**config.mk**
```make
export PLATFORM = sky130hd
export DESIGN_NAME = uart_tx_param
export DESIGN_NICKNAME = d
export VERILOG_FILES = /design/src/rtl/uart_pkg.sv /design/src/rtl/uart_baud_div.sv /design/src/rtl/uart_tx_param.sv
export SDC_FILE = /design/constraint.sdc
export NUM_CORES = 1
export LEC_CHECK = 0
export BUFFER_PORTS_ARGS = -buffer_cell sky130_fd_sc_hd__buf_2
export CORE_UTILIZATION = 53
export CTS_CLUSTER_DIAMETER = 120
export DETAILED_ROUTE_END_ITERATION = 6
export MAX_ROUTING_LAYER = met4
export PLACE_DENSITY = 0.81
export RECOVER_POWER = 100
export SLEW_MARGIN = 20
export SYNTH_ARGS = -nofsm -noshare
export SYNTH_HDL_FRONTEND = slang
export SYNTH_SLANG_ARGS = --single-unit
```
**constraint.sdc**
```tcl
create_clock -name clk -period 2.5 [get_ports clk]
set_input_delay 0.5 -clock clk [delete_from_list [all_inputs] [get_ports clk]]
set_output_delay 0.5 -clock clk [all_outputs]
set_load 0.05 [all_outputs]
```
**src/rtl/uart_pkg.sv**
```systemverilog
// Shared UART definitions for the parametrised TX and the future RX side.
package uart_pkg;

  typedef enum logic [2:0] {
    StIdle,
    StStart,
    StData,
    StParity,
    StStop
  } uart_state_e;

  localparam logic [1:0] PAR_NONE = 2'b00;
  localparam logic [1:0] PAR_EVEN = 2'b01;
  localparam logic [1:0] PAR_ODD  = 2'b10;

  // Rounded clocks-per-bit divisor.
  function automatic int unsigned calc_div(input longint unsigned clk_freq,
                                           input longint unsigned baud);
    return 32'((clk_freq + baud / 2) / baud);
  endfunction

endpackage

```
**src/rtl/uart_baud_div.sv**
```systemverilog
// Loadable bit-period down-counter; bit_tick marks the last clock of each bit period.
module uart_baud_div #(
  parameter int unsigned DIV_W = 16
) (
  input  logic             clk,
  input  logic             rst_n,
  input  logic             load,
  input  logic [DIV_W-1:0] div,
  input  logic             en,
  output logic             bit_tick
);

  logic [DIV_W-1:0] div_q, div_d;
  logic [DIV_W-1:0] cnt_q, cnt_d;

  assign bit_tick = en && (cnt_q == '0);

  always_comb begin
    div_d = div_q;
    cnt_d = cnt_q;
    if (load) begin
      div_d = div;
      cnt_d = div - 1'b1;
    end else if (bit_tick) begin
      cnt_d = div_q - 1'b1;
    end else if (en) begin
      cnt_d = cnt_q - 1'b1;
    end
  end

  always_ff @(posedge clk or negedge rst_n) begin
    if (!rst_n) begin
      div_q <= '0;
      cnt_q <= '0;
    end else begin
      div_q <= div_d;
      cnt_q <= cnt_d;
    end
  end

endmodule

```
**src/rtl/uart_tx_param.sv**
```systemverilog
// Parametrised UART transmitter with valid/ready input and contiguous frames.
// Optional parity bit enabled by defining UART_TX_PARITY_EN.
module uart_tx_param
  import uart_pkg::*;
#(
  parameter int unsigned CLK_FREQ  = 100_000_000,
  parameter int unsigned BAUD      = 9600,
  parameter int unsigned DATA_BITS = 8,
  parameter int unsigned STOP_BITS = 1,
  parameter int unsigned DIV_W     = 16
) (
  input  logic                 clk,
  input  logic                 rst_n,
  input  logic                 tx_valid,
  output logic                 tx_ready,
  input  logic [DATA_BITS-1:0] tx_data,
  input  logic [DIV_W-1:0]     div_cfg,
  input  logic [1:0]           parity_mode,
  output logic                 tx_busy,
  output logic                 frame_done,
  output logic                 txd
);

  localparam int unsigned     DEF_DIV   = calc_div(CLK_FREQ, BAUD);
  localparam longint unsigned DIV_LIMIT = 64'd1 << DIV_W;

  if (64'(DEF_DIV) >= DIV_LIMIT) begin : g_def_div_check
    $error("DEF_DIV does not fit in DIV_W bits");
  end
  if (DATA_BITS < 5 || DATA_BITS > 9) begin : g_data_bits_check
    $error("DATA_BITS must be 5..9");
  end
  if (STOP_BITS < 1 || STOP_BITS > 2) begin : g_stop_bits_check
    $error("STOP_BITS must be 1 or 2");
  end

  uart_state_e          state_q, state_d;
  logic [DATA_BITS-1:0] data_q, data_d;
  logic [3:0]           idx_q, idx_d;
  logic                 txd_q, txd_d;
  logic [DIV_W-1:0]     eff_div;
  logic                 bit_tick;
  logic                 accept;
  logic                 last_stop;
  logic                 go_parity;
  logic                 par_bit;

  assign eff_div    = (div_cfg < DIV_W'(2)) ? DIV_W'(DEF_DIV) : div_cfg;
  assign last_stop  = (state_q == StStop) && bit_tick && (idx_q == 4'(STOP_BITS - 1));
  assign tx_ready   = (state_q == StIdle) || last_stop;
  assign tx_busy    = ~tx_ready;
  assign frame_done = last_stop;
  assign accept     = tx_valid && tx_ready;
  assign txd        = txd_q;

`ifdef UART_TX_PARITY_EN
  logic par_en_q, par_bit_q;

  always_ff @(posedge clk or negedge rst_n) begin
    if (!rst_n) begin
      par_en_q  <= 1'b0;
      par_bit_q <= 1'b0;
    end else if (accept) begin
      par_en_q  <= (parity_mode == PAR_EVEN) || (parity_mode == PAR_ODD);
      par_bit_q <= (^tx_data) ^ (parity_mode == PAR_ODD);
    end
  end

  assign go_parity = par_en_q;
  assign par_bit   = par_bit_q;
`else
  logic unused_parity_mode;

  assign unused_parity_mode = ^parity_mode;
  assign go_parity          = 1'b0;
  assign par_bit            = 1'b1;
`endif

  uart_baud_div #(
    .DIV_W(DIV_W)
  ) u_baud_div (
    .clk     (clk),
    .rst_n   (rst_n),
    .load    (accept),
    .div     (eff_div),
    .en      (state_q != StIdle),
    .bit_tick(bit_tick)
  );

  always_comb begin
    state_d = state_q;
    data_d  = data_q;
    idx_d   = idx_q;
    txd_d   = txd_q;
    case (state_q)
      StIdle: begin
        txd_d = 1'b1;
      end
      StStart: begin
        if (bit_tick) begin
          state_d = StData;
          txd_d   = data_q[0];
          idx_d   = '0;
        end
      end
      StData: begin
        if (bit_tick) begin
          if (idx_q == 4'(DATA_BITS - 1)) begin
            idx_d = '0;
            if (go_parity) begin
              state_d = StParity;
              txd_d   = par_bit;
            end else begin
              state_d = StStop;
              txd_d   = 1'b1;
            end
          end else begin
            idx_d  = idx_q + 4'd1;
            data_d = data_q >> 1;
            txd_d  = data_q[1];
          end
        end
      end
      StParity: begin
        if (bit_tick) begin
          state_d = StStop;
          txd_d   = 1'b1;
          idx_d   = '0;
        end
      end
      StStop: begin
        if (bit_tick) begin
          if (last_stop) begin
            state_d = StIdle;
          end else begin
            idx_d = idx_q + 4'd1;
          end
        end
      end
      default: begin
        state_d = StIdle;
        txd_d   = 1'b1;
      end
    endcase
    // A new accept overrides the stop-bit exit so frames run back to back.
    if (accept) begin
      state_d = StStart;
      data_d  = tx_data;
      idx_d   = '0;
      txd_d   = 1'b0;
    end
  end

  always_ff @(posedge clk or negedge rst_n) begin
    if (!rst_n) begin
      state_q <= StIdle;
      data_q  <= '0;
      idx_q   <= '0;
      txd_q   <= 1'b1;
    end else begin
      state_q <= state_d;
      data_q  <= data_d;
      idx_q   <= idx_d;
      txd_q   <= txd_d;
    end
  end

endmodule
```
==> flow_metrics.env, run 1 <==
export IMPL_syn_inst=321
export IMPL_fmax_mhz=358
export IMPL_htree_levels=2
export IMPL_worstPathArrival_ns=2.99
export IMPL_ys_ff_latch=48
export IMPL_tightest_slew_ns=1.21
export IMPL_yosys_area_top_type="dfrtp_1"
export IMPL_place_area_sq_mm=0.00371
export IMPL_io_buffers=30
export IMPL_drtPass1Iterations=6
export IMPL_grt_total_usage_pct=37.5
export IMPL_dr_total_vias=3356
export IMPL_setup_violations=14
export IMPL_cap_violations=0
export IMPL_yosys_warnings=0
export IMPL_dp_hpwl_um=6010
export IMPL_fin_hold_ws_ns=0.387
export IMPL_setup_slack_ns=-0.293
export IMPL_switching_share_pct=44.0
export IMPL_hold_viol=0
export IMPL_io_pins=33
export IMPL_synth_simple_gate_area_share_pct=25.9
export IMPL_total_power_uw=5540
export IMPL_clock_sinks=48
export IMPL_grt_max_degree=49
export IMPL_cts_buffer_depth=2
export IMPL_end_kind="flop"
export IMPL_rsz0062_at_grt="yes"
export IMPL_wl_um=10700
export IMPL_slew_headroom_pct=19.0
export IMPL_synth_compound_area_share_pct=18.3
export IMPL_synthTopCellsByArea="dfrtp_1 41%, nand2_1 9.1%, mux2i_1 3.8%"
export IMPL_cts_buffers=5
export IMPL_seq_power_share_pct=26.7
export IMPL_finalCriticalPeriod_ns=2.79
export IMPL_grt_overflow_total=0
export IMPL_status="complete, but fails checks"
export IMPL_synth_async_reset_ratio_pct=100
export IMPL_root_buffer="clkbuf_8"
export IMPL_synth_top_flop_cell="dfrtp_1"
export IMPL_final_common_cell="buf_4"
export IMPL_p_leak_uw=0.00199
export IMPL_fin_area_sq_mm=0.00430
export IMPL_start_util_pct=55.7
export IMPL_routedWlPerCell_um=20.5
export IMPL_synth_xor_area_share_pct=3.67
export IMPL_antenna_cells=0
export IMPL_path_max_fanout=7
export IMPL_synth_nets=353
export IMPL_power_switching_uw=2440
export IMPL_critical_path_class="flop to flop"
export IMPL_finalMaxSlewViolations=0
export IMPL_synth_edf_count=0
export IMPL_setup_tns_final_ns=-2.38
export IMPL_finClkSkew_ns=0.00901
export IMPL_cts_tree="yes"
export IMPL_drive_gt1_share_pct=44.6
export IMPL_cts_reportedPaths_clkPinSlew_ns=0.09
export IMPL_die_w_um=75.5
export IMPL_worstSetupStartpointType="flop"
export IMPL_syn_cell_area_sq_mm=0.00286
export IMPL_rows=26
export IMPL_worstHoldPathType="primary input to flop"
export IMPL_finalNetCount=482
export IMPL_gp_congestion=0.917
export IMPL_clkPwrFrac_pct=10.5
export IMPL_vdd_drop_max_mv=0.690
export IMPL_synth_distinct_cells=59
export IMPL_syn_to_final_growth_pct=50.4
export IMPL_synthAdderAreaFrac_pct=1.31
export IMPL_synthMuxAreaShare_pct=4.37
export IMPL_syn_avg_cell_area_sq_um=8.91
export IMPL_power_density_mw_per_mm2=1290
export IMPL_ctsHoldBuffers=0
export IMPL_grt_pass1_vias=3219
export IMPL_yosysTopAreaCellShare_pct=41.1
export IMPL_die_area_sq_mm=0.00570
export IMPL_combPwrFrac_pct=62.8
export IMPL_die_h_um=75.5
export IMPL_core_sq_mm=0.00514
export IMPL_period_share_pct=112
export IMPL_power_internal_uw=3110
export IMPL_clk_latency_ns=0.32
export IMPL_worstPathRequired_ns=2.70
export IMPL_synth_top_family_by_area="simple AND/OR/NAND/NOR gates"
export IMPL_ant_nets=0
export IMPL_antenna_found_initial=0
export IMPL_drt_iter0_drc=386
export IMPL_failed_checks="negative setup slack"
export IMPL_mostFrequentLayoutCells="100 x buf_4, 67 x nand2_1, 47 x dfrtp_1"
export IMPL_synth_seq_area_share_pct=42.0
export IMPL_routed_via_density=6.44
export IMPL_route_detailed_drc=0
export IMPL_grt_pass1_wl_um=15200
## worst paths after layout
check,cells after the start,slack (ns),to,from
setup / recovery,11,-0.29,u_baud_div.cnt_q[12],u_baud_div.cnt_q[11]
min in group asynchronous,2,0.51,u_baud_div.div_q[5],rst_n
max in group asynchronous,2,1.26,u_baud_div.cnt_q[11],rst_n
hold / removal,3,0.39,data_q[5],tx_data[5]
setup reg to reg,11,-0.29,u_baud_div.cnt_q[12],u_baud_div.cnt_q[11]
hold reg to reg,2,0.50,u_baud_div.div_q[9],u_baud_div.div_q[9]
## synthesized netlist by cell type, drive strengths merged (5+ instances only)
cell type and instances:
a21oi 16, and3 5, buf 11, clkbuf 7, dfrtp 47, inv 6, mux2i 11, nand2 69
nand3 9, nor2 20, nor3 7, nor3b 5, nor4 9, o21ai 25, o22a 6, o22ai 6
xnor2 5, xor2 7
## cell families (layout without fill, tap and decap cells)
logic type,count (synthesis),after routing
xor gates and xnor gates,12,12
muxes,12,12
adders and majority gates,3,3
buffers and inverters,24,154
AOI/OAI and AO/OA,79,79
and+or+nand+nor,143,143
DFF,48,48
## through the flow
step           setup WS (ns)  cells  util [%]
2_1_floorplan         -0.131    321         -
3_3_place_gp          -0.309    489      72.2
3_5_place_dp          -0.400    489      72.2
4_1_cts               -0.175    506      77.9
5_1_grt               -0.370    521      83.7
6_report              -0.293    521      83.7
## power by group through the flow
stage	registers (uW)	logic, uW	clock network (uW)
after detailed placement	1420	2660	0
after global routing	1500	3690	611
final	1480	3480	582
after CTS	1440	2840	572
after global placement	1400	2530	0
after floorplan	1430	1580	0
## registers in the layout, indices dropped and copies added, names as in the netlist
signal and count:
u_baud_div.div_q 16, data_q 8, u_baud_div.cnt_q 16, idx_q 4, state_q 3, txd 1
## final cells by class
type	count	area [sq um]
Multi-Input combinational cell	249	1840
Sequential cell	48	1200
Timing Repair Buffer	140	1040
Fill cell	279	837
Tap cell	70	87.6
Clock buffer	5	68.8
Clock inverter	3	42.5
Inverter	6	22.5
## worst max-delay path, stage by stage, from the launching register on
cell and delay, ns:
dfrtp_1 0.42, nor4_4 0.36, and4_4 0.34, o211ai_4 0.16, o32a_1 0.25, inv_2 0.11, ha_4 0.13, nand3b_1 0.12
buf_6 0.18, nor4b_4 0.32, xor2_1 0.21, a21oi_1 0.09
## routing by layer
layer	up-vias	global-route usage, %	share of wire (%)
li1	1427	-	-
met1	1565	44.5	37
met2	255	59.5	48
met3	109	8.47	9.1
met4	0	20.2	6.2
met5	-	-	0
## timing repair
action,CTS,global route
hold endpoints to repair,0,0
pin swaps,16,25
setup endpoints to repair,16,25
resized for setup,29,44
setup buffers,9,16
Note: power is estimated with default switching activity, not from simulation.
==> inputs of run 2 (changes only) <==
--- a/config.mk
+++ b/config.mk
@@ -6,6 +6,7 @@
 export NUM_CORES = 1
 export LEC_CHECK = 0
 export BUFFER_PORTS_ARGS = -buffer_cell sky130_fd_sc_hd__buf_2
+export CORE_MARGIN = 2
 export CORE_UTILIZATION = 53
 export CTS_CLUSTER_DIAMETER = 120
 export DETAILED_ROUTE_END_ITERATION = 6
==> constraint.sdc (replaced) <==
create_clock -name clk -period 2.5 [get_ports clk]
set_input_delay 0.125 -clock clk [delete_from_list [all_inputs] [get_ports clk]]
set_output_delay 0.125 -clock clk [all_outputs]
set_load 0.05 [all_outputs]
==> flow_metrics.env, run 2 (synthesized netlist as in run 1, its figures left out) <==
export IMPL_worstSetupStartpointType="flop"
export IMPL_grt_total_usage_pct=30.5
export IMPL_cp_top_family="simple AND/OR/NAND/NOR gates"
export IMPL_power_density_mw_per_mm2=1260
export IMPL_fin_area_sq_mm=0.00395
export IMPL_critical_path_class="flop to flop"
export IMPL_clk_latency_ns=0.31
export IMPL_cts_buffers=5
export IMPL_fmax_mhz=367
export IMPL_power_internal_uw=2820
export IMPL_cts_buffer_depth=2
export IMPL_period_share_pct=109
export IMPL_worstSetupPathDepth=12
export IMPL_power_switching_uw=2150
export IMPL_die_w_um=77.5
export IMPL_finalNetCount=454
export IMPL_io_buffers=30
export IMPL_final_common_cell="buf_4"
export IMPL_core_sq_mm=0.00517
export IMPL_antenna_found_initial=0
export IMPL_cts_tree="yes"
export IMPL_worstPathRequired_ns=2.69
export IMPL_gp_congestion=0.936
export IMPL_grt_pass1_wl_um=14000
export IMPL_dr_total_vias=3007
export IMPL_finClkSkew_ns=0.0132
export IMPL_whs_path_depth=3
export IMPL_rsz0062_at_grt="yes"
export IMPL_htree_levels=2
export IMPL_hold_viol=0
export IMPL_routed_top_layer="met4"
export IMPL_fin_cells=493
export IMPL_antenna_cells=0
export IMPL_path_cells="or3b_4 > nor2_4 > a21oi_4 > buf_6 > mux2i_2 > buf_4 > nand4bb_1 > buf_6 > buf_4 > nor3_4 > xor2_1 > o21ai_1"
export IMPL_seq_power_share_pct=29.6
export IMPL_critPathMaxStageDelay_ns=0.45
export IMPL_setup_violations=10
export IMPL_tightest_slew_ns=1.20
export IMPL_dp_cells=474
export IMPL_reg2regPathDepth=12
export IMPL_setup_slack_ns=-0.221
export IMPL_largest_registers="u_baud_div.cnt_q: 16 flops, u_baud_div.div_q: 16 flops, data_q: 8 flops"
export IMPL_grt_pass1_vias=3038
export IMPL_clkPwrFrac_pct=9.4
export IMPL_clock_sinks=48
export IMPL_rows=26
export IMPL_route_detailed_drc=0
export IMPL_die_h_um=77.5
export IMPL_route_layer_met1_wl_um=3510
export IMPL_path_max_fanout=6
export IMPL_combPwrFrac_pct=61.0
export IMPL_grt_overflow_total=0
export IMPL_switching_share_pct=43.3
export IMPL_failed_checks="negative setup slack"
export IMPL_place_area_sq_mm=0.00360
export IMPL_vdd_drop_max_mv=0.744
export IMPL_p_leak_uw=0.00184
export IMPL_routedWlPerCell_um=17.7
export IMPL_die_area_sq_mm=0.00600
export IMPL_finalCriticalPeriod_ns=2.72
export IMPL_route_met2_wl_um=4330
export IMPL_drt_iter0_drc=285
export IMPL_routed_via_density=6.10
export IMPL_start_util_pct=55.3
export IMPL_ant_nets=0
export IMPL_worstPathArrival_ns=2.91
export IMPL_wl_um=8740
export IMPL_root_buffer="clkbuf_8"
export IMPL_syn_to_final_growth_pct=38.1
export IMPL_mostFrequentLayoutCells="71 x buf_4, 67 x nand2_1, 46 x dfrtp_1"
export IMPL_status="complete, but fails checks"
export IMPL_path_buf_inv=4
export IMPL_drive_gt1_share_pct=36.9
export IMPL_io_pins=33
export IMPL_route_met3_wl_um=611
export IMPL_drtPass1Iterations=5
export IMPL_cap_violations=0
export IMPL_cts_reportedPaths_clkPinSlew_ns=0.09
export IMPL_finalMaxSlewViolations=0
export IMPL_slew_headroom_pct=20.1
export IMPL_cpMaxStageDelayCell="dfrtp_1"
export IMPL_grt_max_degree=49
export IMPL_end_kind="flop"
export IMPL_worstHoldPathType="primary input to flop"
export IMPL_dp_hpwl_um=6070
-- run 2: cell count changes in the layout (fill, tap and decap cells not counted), sizes merged --
cell / previous run / this run
buf: 138 / 107
clkbuf: 7 / 10
bufinv: 1 / 0
dlygate4sd3: 0 / 2
clkinvlp: 1 / 0
-- run 2: path summary, 6_finish.rpt --
| check | from | end | slack (ns) |
|---|---|---|---|
| min in group asynchronous | rst_n | idx_q[1] | 0.57 |
| setup / recovery | state_q[1] | u_baud_div.cnt_q[11] | -0.22 |
| hold / removal | tx_data[1] | data_q[1] | 0.009 |
| hold reg to reg | u_baud_div.div_q[14] | u_baud_div.div_q[14] | 0.48 |
| setup reg to reg | state_q[1] | u_baud_div.cnt_q[11] | -0.22 |
| max in group asynchronous | rst_n | state_q[2] | 1.14 |
-- run 2: worst min-delay path: cells and delay by family --
kind            cells  cell delay, ns
buf+inv             1            0.07
simple gates        1            0.03
compound gates      1            0.06
-- run 2: layout make-up --
cell class / count / area (sq um)
tap: 70 / 87.6
clock buffer: 7 / 76.3
multi-input combinational: 249 / 1720
clock inverter: 1 / 5.00
fill: 337 / 1220
timing repair buffer: 112 / 835
sequential: 48 / 1200
inverter: 6 / 22.5
-- run 2: power groups by stage --
stage	clock (uW)	combinational, uW	sequential, uW
after floorplan	0	1590	1430
after global placement	0	2590	1410
after detailed placement	0	2680	1430
after CTS	466	2770	1460
after global routing	505	3270	1500
final	467	3030	1470
-- run 2: layer usage --
metal | vias to the layer above | track usage [%]
met5 | - | -
met1 | 1469 | 34.9
li1 | 1369 | -
met3 | 28 | 6.40
met4 | 0 | 16.1
met2 | 141 | 50.3
-- run 2: per-stage QoR --
step / hold WS [ns] / setup slack (ns) / utilization [%] / total power (uW) / TNS [ns]
finish: 0.00872 / -0.221 / 76.4 / 4970 / -1.38
detailed placement: 0.322 / -0.239 / 69.5 / 4120 / -2.34
global route: 0.0342 / -0.295 / 76.4 / 5280 / -2.44
CTS: 0.0130 / -0.109 / 73.0 / 4690 / -0.717
global placement: 0.323 / -0.136 / 69.5 / 4010 / -0.886
floorplan: -0.171 / -0.0817 / - / 3020 / -0.306
-- run 2: timing repair --
action                                  in CTS  in global routing
setup buffers                                1                  7
hold endpoints to repair                     1                 47
endpoints found under the setup margin      13                 15
hold buffers                                 1                  1
resized for setup                           18                 20
pin swaps                                   13                 15
cloned                                       0                  1
==> inputs of run 3 (changes only) <==
--- a/config.mk
+++ b/config.mk
@@ -7,11 +7,11 @@
 export LEC_CHECK = 0
 export BUFFER_PORTS_ARGS = -buffer_cell sky130_fd_sc_hd__buf_2
 export CORE_MARGIN = 2
-export CORE_UTILIZATION = 53
+export CORE_UTILIZATION = 63
 export CTS_CLUSTER_DIAMETER = 120
 export DETAILED_ROUTE_END_ITERATION = 6
 export MAX_ROUTING_LAYER = met4
-export PLACE_DENSITY = 0.81
+export PLACE_DENSITY = 0.9
 export RECOVER_POWER = 100
 export SLEW_MARGIN = 20
 export SYNTH_ARGS = -nofsm -noshare
==> constraint.sdc (replaced) <==
create_clock -name clk -period 3.5 [get_ports clk]
set_input_delay 0.175 -clock clk [delete_from_list [all_inputs] [get_ports clk]]
set_output_delay 0.175 -clock clk [all_outputs]
set_load 0.05 [all_outputs]
==> flow_metrics.env, run 3 (synthesized netlist as in run 1, its figures left out) <==
export IMPL_route_met3_wl_um=328
export IMPL_grt_pass1_wl_um=11300
export IMPL_finClkSkew_ns=0.00350
export IMPL_cts_tree="yes"
export IMPL_wl_um=6590
export IMPL_syn_to_final_growth_pct=9.23
export IMPL_grt_total_usage_pct=29.2
export IMPL_finalMaxSlewViolations=49
export IMPL_grt_overflow_total=0
export IMPL_routedWlPerCell_um=16.4
export IMPL_gp_congestion=0.924
export IMPL_routed_via_density=6.34
export IMPL_finalNetCount=383
export IMPL_core_sq_mm=0.00435
export IMPL_drive_gt1_share_pct=17.1
export IMPL_critPathMaxStageDelay_ns=0.51
export IMPL_io_pins=33
export IMPL_clock_sinks=48
export IMPL_slew_headroom_pct=-70.2
export IMPL_critical_path_class="flop to flop"
export IMPL_vdd_drop_max_mv=0.439
export IMPL_route_detailed_drc=0
export IMPL_cts_buffers=5
export IMPL_mostFrequentLayoutCells="69 x nand2_1, 47 x dfrtp_1, 26 x buf_2"
export IMPL_p_leak_uw=0.00139
export IMPL_worstPathArrival_ns=3.41
export IMPL_dp_hpwl_um=4630
export IMPL_htree_levels=2
export IMPL_drt_iter0_drc=222
export IMPL_antenna_cells=0
export IMPL_fill_cells=339
export IMPL_end_kind="flop"
export IMPL_seq_power_share_pct=39.3
export IMPL_power_switching_uw=1220
export IMPL_die_area_sq_mm=0.00510
export IMPL_start_util_pct=65.7
export IMPL_multi_input_area_sq_mm=0.00153
export IMPL_power_internal_uw=1520
export IMPL_cts_buffer_depth=2
export IMPL_dr_total_vias=2555
export IMPL_switching_share_pct=44.6
export IMPL_post_cts_buffers=0
export IMPL_path_max_fanout=13
export IMPL_ctsHoldBuffers=0
export IMPL_path_cells="nor2_1 > nand2_1 > and3_1 > o32a_1 > inv_1 > ha_1 > nand3b_1 > nor4_1 > xor2_1 > o21ai_1"
export IMPL_die_h_um=71.4
export IMPL_clk_latency_ns=0.31
export IMPL_ff_latch_area_sq_mm=0.00120
export IMPL_rows=24
export IMPL_pre_cts_ws_ns=0.353
export IMPL_status="complete, but fails checks"
export IMPL_fmax_mhz=312
export IMPL_cpMaxStageDelayCell="dfrtp_1"
export IMPL_tightest_slew_ns=2.55
export IMPL_io_buffers=30
export IMPL_final_common_cell="nand2_1"
export IMPL_finalCriticalPeriod_ns=3.21
export IMPL_failed_checks="max-capacitance violations, max-slew violations"
export IMPL_worstHoldPathType="primary input to flop"
export IMPL_ant_nets=0
export IMPL_period_share_pct=91.6
export IMPL_route_met2_wl_um=3190
export IMPL_worstSetupStartpointType="flop"
export IMPL_largest_registers="u_baud_div.cnt_q: 16 flops, u_baud_div.div_q: 16 flops, data_q: 8 flops"
export IMPL_root_buffer="clkbuf_8"
export IMPL_setup_tns_final_ns=0
export IMPL_hold_viol=0
export IMPL_die_w_um=71.4
export IMPL_rsz0062_at_grt="no"
export IMPL_setup_slack_ns=0.293
export IMPL_cap_violations=1
export IMPL_clkPwrFrac_pct=11.8
export IMPL_drtPass1Iterations=5
export IMPL_grt_max_degree=49
export IMPL_power_density_mw_per_mm2=876
export IMPL_route_layer_met1_wl_um=2960
export IMPL_routed_top_layer="met4"
export IMPL_combPwrFrac_pct=48.8
export IMPL_worstPathRequired_ns=3.70
export IMPL_antenna_found_initial=0
export IMPL_cts_reportedPaths_clkPinSlew_ns=0.09
export IMPL_setup_violations=0
export IMPL_ctsResizeCount=0
export IMPL_grt_pass1_vias=2425
-- run 3: changes by cell type in the layout (fill, tap and decap cells not counted), sizes merged --
cell / change
buf: -72
clkinvlp: +1
dlygate4sd3: -1
-- run 3: worst paths after layout --
check	start	endpoint	slack [ns]	depth (start not counted)
worst max-delay path	state_q[1]	u_baud_div.cnt_q[14]	0.29	10
worst min-delay path	tx_data[7]	data_q[7]	0.05	3
worst max register to register	state_q[1]	u_baud_div.cnt_q[14]	0.29	10
worst min register to register	u_baud_div.div_q[8]	u_baud_div.div_q[8]	0.48	2
max in group asynchronous	rst_n	u_baud_div.cnt_q[3]	0.85	2
min in group asynchronous	rst_n	state_q[0]	1.19	2
-- run 3: metrics by stage --
stage / cell area [sq um] / utilization [%] / std cells / power (uW) / hold WS [ns]
finish: 3130 / 71.8 / 403 / 2740 / 0.0478
global route: 3130 / 71.8 / 403 / 2950 / 0.0644
CTS: 3130 / 71.9 / 402 / 2740 / 0.0496
detailed placement: 3050 / 70.0 / 395 / 2410 / 0.382
global placement: 3050 / 70.0 / 395 / 2340 / 0.375
floorplan: 2860 / - / 321 / 2090 / -0.121
-- run 3: layout make-up --
class / count / area share [%]
Multi-Input combinational cell: 249 / 48.9
Sequential cell: 48 / 38.5
Timing Repair Buffer: 41 / 7.25
Clock buffer: 5 / 2.20
Tap cell: 52 / 2.08
Inverter: 6 / 0.721
Clock inverter: 2 / 0.400
-- run 3: layer usage --
layer  global-route usage (%)  vias up
met1                     38.3     1246
li1                         -     1223
met5                        -        -
met2                     46.2       70
met3                     4.22       16
met4                     11.1        0
-- run 3: power groups by stage --
stage / clock network [uW] / registers [uW] / logic, uW
after floorplan: 0 / 1000 / 1090
after global placement: 0 / 1060 / 1280
after detailed placement: 0 / 1080 / 1330
after CTS: 329 / 1070 / 1340
after global routing: 345 / 1110 / 1490
final: 324 / 1080 / 1340
-- run 3: worst max-delay path, delay by kind of cell, from the launching register on --
kind                       cells  cell delay [ns]
and+or+nand+nor                5             1.70
adders and majority gates      1             0.21
xor gates and xnor gates       1             0.19
DFF                            1             0.51
AOI/OAI and AO/OA              2             0.39
buffers and inverters          1             0.10
